## config.mk

```make
export PLATFORM = sky130hd
export DESIGN_NAME = rr_burst_arbiter
export DESIGN_NICKNAME = d
export VERILOG_FILES = /design/src/rtl/rr_burst_arbiter.sv
export SDC_FILE = /design/constraint.sdc
export NUM_CORES = 1
export LEC_CHECK = 0
export ABC_AREA = 1
export BUFFER_PORTS_ARGS = -buffer_cell sky130_fd_sc_hd__buf_2
export CAP_MARGIN = 10
export CORE_MARGIN = 10
export CORE_UTILIZATION = 56
export CTS_CLUSTER_DIAMETER = 150
export DETAILED_ROUTE_END_ITERATION = 8
export PLACE_DENSITY = 0.86
export SLEW_MARGIN = 20
export SYNTH_ARGS = -nofsm -noshare
export SYNTH_HDL_FRONTEND = slang
export SYNTH_SLANG_ARGS = --single-unit
```

## constraint.sdc

```tcl
create_clock -name clk_i -period 3.3 [get_ports clk_i]
set_input_delay 0.165 -clock clk_i [delete_from_list [all_inputs] [get_ports clk_i]]
set_output_delay 0.165 -clock clk_i [all_outputs]
set_load 0.05 [all_outputs]
```

## src/rtl/rr_burst_arbiter.sv

```systemverilog
`default_nettype none
// ============================================================================
// Module   : rr_burst_arbiter
// Purpose  : Registered round-robin arbiter. A grant is held for a burst of
//            accepted beats. It is released on last-beat, on the burst limit
//            or when the granted requester withdraws. On release it is
//            re-arbitrated at the same edge, so no idle cycle is inserted.
// Ports    : clk_i        clock
//            rst_i        synchronous reset, active-high
//            req_i        per-requester request level
//            last_i       per-requester last-beat flag (only granted bit used)
//            ack_i        downstream accepts a beat this cycle
//            gnt_valid_o  a grant is active
//            gnt_o        one-hot grant, zero when no grant is active
//            gnt_num_o    index of the granted requester
//            prio_o       round-robin pointer (start of the search)
// Revision : 1.0 - initial release
// ============================================================================
module rr_burst_arbiter #(
    parameter int REQCNT    = 4,
    parameter int REQWIDTH  = $clog2(REQCNT),
    parameter int MAX_BURST = 4,
    parameter int CNTW      = ($clog2(MAX_BURST + 1) < 1) ? 1 : $clog2(MAX_BURST + 1)
) (
    input  logic                clk_i,
    input  logic                rst_i,
    input  logic [REQCNT-1:0]   req_i,
    input  logic [REQCNT-1:0]   last_i,
    input  logic                ack_i,
    output logic                gnt_valid_o,
    output logic [REQCNT-1:0]   gnt_o,
    output logic [REQWIDTH-1:0] gnt_num_o,
    output logic [REQWIDTH-1:0] prio_o
);

    localparam logic [0:0]          c_idle     = 1'b0;
    localparam logic [0:0]          c_grant    = 1'b1;
    localparam logic [REQWIDTH-1:0] c_last_idx = REQWIDTH'(REQCNT - 1);
    localparam logic [REQWIDTH:0]   c_reqcnt   = (REQWIDTH + 1)'(REQCNT);

    logic [0:0]          r_state;
    logic [REQWIDTH-1:0] r_gnt_num;
    logic [REQWIDTH-1:0] r_prio;
    logic [CNTW-1:0]     r_cnt;

    logic [0:0]          w_state_nxt;
    logic [REQWIDTH-1:0] w_gnt_num_nxt;
    logic [REQWIDTH-1:0] w_prio_nxt;
    logic [CNTW-1:0]     w_cnt_nxt;

    logic [REQWIDTH-1:0] w_prio_inc;
    logic [REQWIDTH-1:0] w_start;
    logic [REQCNT-1:0]   w_rot;
    logic [REQWIDTH-1:0] w_off;
    logic [REQWIDTH:0]   w_sum;
    logic                w_found;
    logic [REQWIDTH-1:0] w_winner;
    logic                w_beat;
    logic                w_at_limit;
    logic                w_release;

    // Pointer after a release: the slot just past the current grant.
    assign w_prio_inc = (r_gnt_num == c_last_idx) ? '0 : r_gnt_num + 1'b1;

    // While granted, the only search that matters is the one taken on
    // release, which starts past the current holder. In IDLE the search
    // starts at the stored pointer.
    assign w_start = (r_state == c_grant) ? w_prio_inc : r_prio;

    // Rotate requests so the search start lands on bit 0, pick the lowest
    // set bit, then rotate the offset back into an absolute index.
    always_comb begin
        w_rot   = REQCNT'({req_i, req_i} >> w_start);
        w_found = |w_rot;
        w_off   = '0;
        for (int i = REQCNT - 1; i >= 0; i--) begin
            if (w_rot[i]) begin
                w_off = i[REQWIDTH-1:0];
            end
        end
        w_sum = {1'b0, w_start} + {1'b0, w_off};
        if (w_sum >= c_reqcnt) begin
            w_sum = w_sum - c_reqcnt;
        end
        w_winner = w_sum[REQWIDTH-1:0];
    end

    // The counter holds the number of beats already accepted, so the beat
    // that closes a burst is the one seen while the count is MAX_BURST-1.
    generate
        if (MAX_BURST != 0) begin : g_limit
            localparam logic [CNTW-1:0] c_burst_last = CNTW'(MAX_BURST - 1);
            assign w_at_limit = (r_cnt == c_burst_last);
        end else begin : g_unlimited
            assign w_at_limit = 1'b0;
        end
    endgenerate

    assign w_beat    = (r_state == c_grant) & ack_i;
    assign w_release = (r_state == c_grant)
                     & ((w_beat & last_i[r_gnt_num])
                      | (w_beat & w_at_limit)
                      | ~req_i[r_gnt_num]);

    // State register
    always_ff @(posedge clk_i) begin
        if (rst_i) begin
            r_state   <= c_idle;
            r_gnt_num <= '0;
            r_prio    <= '0;
            r_cnt     <= '0;
        end else begin
            r_state   <= w_state_nxt;
            r_gnt_num <= w_gnt_num_nxt;
            r_prio    <= w_prio_nxt;
            r_cnt     <= w_cnt_nxt;
        end
    end

    // Next-state logic
    always_comb begin
        w_state_nxt   = r_state;
        w_gnt_num_nxt = r_gnt_num;
        w_prio_nxt    = r_prio;
        w_cnt_nxt     = r_cnt;
        case (r_state)
            c_idle: begin
                w_cnt_nxt = '0;
                if (w_found) begin
                    w_state_nxt   = c_grant;
                    w_gnt_num_nxt = w_winner;
                end else begin
                    w_gnt_num_nxt = '0;
                end
            end
            c_grant: begin
                if (w_release) begin
                    w_prio_nxt = w_prio_inc;
                    w_cnt_nxt  = '0;
                    if (w_found) begin
                        w_gnt_num_nxt = w_winner;
                    end else begin
                        w_state_nxt   = c_idle;
                        w_gnt_num_nxt = '0;
                    end
                end else if (w_beat) begin
                    w_cnt_nxt = r_cnt + 1'b1;
                end
            end
            default: begin
                w_state_nxt   = c_idle;
                w_gnt_num_nxt = '0;
                w_cnt_nxt     = '0;
            end
        endcase
    end

    // Output decode (purely from registers)
    always_comb begin
        gnt_valid_o = (r_state == c_grant);
        gnt_num_o   = r_gnt_num;
        prio_o      = r_prio;
        gnt_o       = '0;
        if (r_state == c_grant) begin
            gnt_o[r_gnt_num] = 1'b1;
        end
    end

endmodule
`default_nettype wire

```

==> summary.md <==
| Metric | Value |
|---|---|
| Status | `complete, no violations` |
| Cell taking the most area after synthesis | `dfxtp_1` |
| CTS tree | `done` |
| Final period util | `0.698` |
| Hold worst-path end | `prio_o[1]$_SDFFE_PP0P_` |
| Die Wd | `around 58 um` |
| Synth Area in Simple Gates | `0.466` |
| Largest family of logic cells by synthesized area | `simple AND/OR/NAND/NOR gates` |
| Mux contribution to synthesized area | `0.0123` |
| Rel. slew slack | `0.649` |
| DR iter-0 viols | `22` |
| Worst reg2reg endpoint | `gnt_num_o[0]$_SDFFE_PP0P_` |
| Std cell rows | `13` |
| Reg2Reg Depth | `15` |
| Reg power frac | `0.215` |
| Worst Path Max Fanout | `13` |
| Maximum VDD drop | `0.455 mV` |
| Sequential fraction of the synthesis area | `0.196` |
| DRC | `0` |
| GRT Overall Usage | `0.118` |
| Adder-Cell Fraction of Synth Area | `0.0919` |
| Largest net degree at the start of global routing | `15` |
| Worst setup SP type | `flop` |
| Via density | `between 5 and 6` |
| IO Port Bufs | `19` |
| Gp weighted congestion | `0.902` |
| Cell-internal power | `0.329 mW` |
| Starting Density | `0.613` |
| Clock power frac | `0.096` |
| Max-cap violations | `0` |
| Worst clock skew | `between 0.003 and 0.004 ns` |
| RR Startpoint | `gnt_num_o[0]$_SDFFE_PP0P_` |
| CTS hold repair buffers | `0` |
| Core area | `0.00133 mm^2` |
| Mapped cell area | `about 820 um^2` |
| Dpl hpwl | `1.61 mm` |
| Setup bufs post-CTS | `0` |
| Total Wirelength | `1.97 mm` |
| Psw | `0.438 mW` |
| DIE AREA | `between 0.003 and 0.004 mm^2` |
| Crit-path most repeated cell | `nand2_1` |
| Remaining global-route overflow | `0` |
| IO Pins | `20` |
| Compound-Gate Fraction of Synth Area | `0.0995` |
| Synth Area in XOR/XNOR | `0.0107` |
| First-pass GRT wire length | `3.31 mm` |
| CP max stage cell | `dfxtp_1` |
| Total leakage power | `0.547 nW` |
| Clock buffer count from CTS | `3` |
| Cts repair resizes | `0` |
| Sw frac | `0.571` |
| Slew Limit Fails | `0` |
| Die extent in y | `~58 um` |
| Clock slew at reported path FFs | `roughly 0.05 ns` |
| Ranking of synthesized cells by area | `dfxtp_1, nand3_1, nand2_1` |
| Deepest clock path buffer count | `2` |
| Setup Viol. Count Final | `0` |
| CP Cell Sequence | `inv_1 > ha_1 > inv_1 > nand2_1 > o21ai_4 > inv_2 > nand3_1 > nand2_1 > nand2_2 > inv_1 > nand2_1 > nand2_1 > nor2_2 > nand3b_1 > nand2_1` |
| Pre-CTS setup slack | `between 1 and 1.5 ns` |
| PwrDens | `824 mW/mm^2` |
| Buf/Inv on CP | `4` |
| RSZ-0062 raised after global routing | `no` |
| Layout cells sized above 1 | `0.221` |
| Fmax | `434 MHz` |
| Crit Path Class | `flop to flop` |
| Vias | `between 800 and 900` |
| Worst slew pin tran | `0.526 ns` |
| CP Data Required Time | `approximately 3.5 ns` |
| Endpoints failing hold | `0` |
| Sink Count | `8` |
| Post-synth top area share | `0.196` |
| CTS H-tree lvls | `1` |
| Yosys warns | `0` |
| Hold path depth | `2` |
| WL per Instance | `12.0 um` |
| Syn_area_per_cell | `6.33 um^2` |
| Mapped Cells | `129` |
| Number of diodes | `0` |
| Setup TNS | `0 ns` |
| Worst-Skew Late Latency | `0.26 ns` |
| Antenna Nets Post-Route | `0` |
| Yosys cell types | `21` |
| WP data arrival | `~2.5 ns` |
| R2R Setup Slk | `1.0 ns` |
| Worst Min Path Start | `rst_i` |
| Nets | `168` |
| Vias in the first global route | `between 800 and 900` |
| Hold Crit Class | `input port to flop` |
| Synth Net Count | `146` |
| CP Capture Type | `flop` |
| Combinational cell fraction of total power | `0.689` |
| Clock root cell | `clkbuf_4` |
| Critical path's top delay family | `simple AND/OR/NAND/NOR gates` |
| Synthesis-stage register bit count | `8` |
| CP peak stage delay | `0.65 ns` |
| First-pass detailed-route iteration total | `4` |
| Final worst slack | `0.996 ns` |
| Area delta synth->final | `13.9%` |
| Fin crit period | `between 2 and 2.5 ns` |
| Antenna violations before repair | `0` |
## worst max path at each step
stage | start | end | depth (start not counted)
global placement | gnt_num_o[0]$_SDFFE_PP0P_ | gnt_num_o[0]$_SDFFE_PP0P_ | 15
detailed placement | gnt_num_o[0]$_SDFFE_PP0P_ | gnt_num_o[1]$_SDFFE_PP0P_ | 15
CTS | gnt_num_o[0]$_SDFFE_PP0P_ | gnt_num_o[0]$_SDFFE_PP0P_ | 15
global route | gnt_num_o[0]$_SDFFE_PP0P_ | gnt_num_o[1]$_SDFFE_PP0P_ | 15
floorplan | gnt_num_o[0]$_SDFFE_PP0P_ | gnt_num_o[1]$_SDFFE_PP0P_ | 15
finish | gnt_num_o[0]$_SDFFE_PP0P_ | gnt_num_o[0]$_SDFFE_PP0P_ | 15
## cells in the final DEF (no fill, tap or decap), types with 2 or more instances in the layout
cell type  count
nand3b_1       2
nand3_1       24
nand2_4        2
inv_1         20
dfxtp_1        8
a211oi_1       2
clkbuf_4       3
ha_1           6
a21oi_1        5
nand2_1       32
nor2_1         9
o21ai_0        5
buf_2         19
nand2_2        4
## registers in the layout, indices dropped and copies added, names as in the netlist
| signal | flops |
|---|---|
| r_cnt | 3 |
| gnt_num_o | 2 |
| prio_o | 2 |
| gnt_valid_o | 1 |
## final cells by class
type,count,area (um^2)
clock buffers,3,22.5
fillers,124,403
inverters,21,78.8
multi-input cells,98,556
flip-flops and latches,8,160
well taps,15,18.8
repair buffers,19,95.1
## cell usage after synthesis
master,number
inv_1,20
nor2_8,1
nor2_2,1
mux2i_1,1
dfxtp_1,8
a21oi_1,5
xnor2_1,1
nor2_1,9
a211oi_1,2
nand2_4,2
o21ai_0,5
nand3b_1,2
nor2_4,1
nand3_1,24
buf_6,2
o21ai_4,1
nand2_2,4
nand4_1,1
nand2_1,32
ha_1,6
inv_2,1
## routing by layer
metal | vias to the layer above | GRT usage | share of wire
li1 | 455 | - | -
met1 | 383 | 0.132 | 0.46
met2 | 28 | 0.190 | 0.45
met3 | 3 | 0.0458 | 0.077
met4 | 0 | 0.0570 | 0.012
met5 | - | 0 | 0
## per-stage QoR
| step | power, mW | cells | util | hold WS [ns] | instance area [um^2] |
|---|---|---|---|---|---|
| floorplan | 0.603 | 129 | - | 0.234 | 817 |
| global placement | 0.679 | 161 | 0.681 | 0.402 | 908 |
| detailed placement | 0.693 | 161 | 0.681 | 0.400 | 908 |
| CTS | 0.772 | 164 | 0.698 | 0.125 | 931 |
| global route | 0.848 | 164 | 0.698 | 0.144 | 931 |
| finish | 0.767 | 164 | 0.698 | 0.140 | 931 |
## cell families after synthesis
kind of cell | count (synthesis)
and+or+nand+nor | 77
buffers and inverters | 23
AOI/OAI and AO/OA | 13
DFF | 8
adders and majority gates | 6
xor gates and xnor gates | 1
muxes | 1
## worst register-to-register path, delay by kind of cell (launching register included)
family / cells / cell delay, ns
AOI/OAI and AO/OA: 1 / 0.13
adders and majority gates: 1 / 0.35
buffers and inverters: 4 / 0.39
DFF: 1 / 0.65
and+or+nand+nor: 9 / 0.72
## power groups by stage
stage	combinational (mW)	sequential [mW]	clock [mW]
2_1_floorplan	0.400	0.203	0
3_3_place_gp	0.515	0.164	0
3_5_place_dp	0.527	0.166	0
4_1_cts	0.529	0.164	0.0783
5_1_grt	0.594	0.170	0.0831
6_report	0.528	0.165	0.0738
No activity file was read; power rests on OpenSTA's default activity.
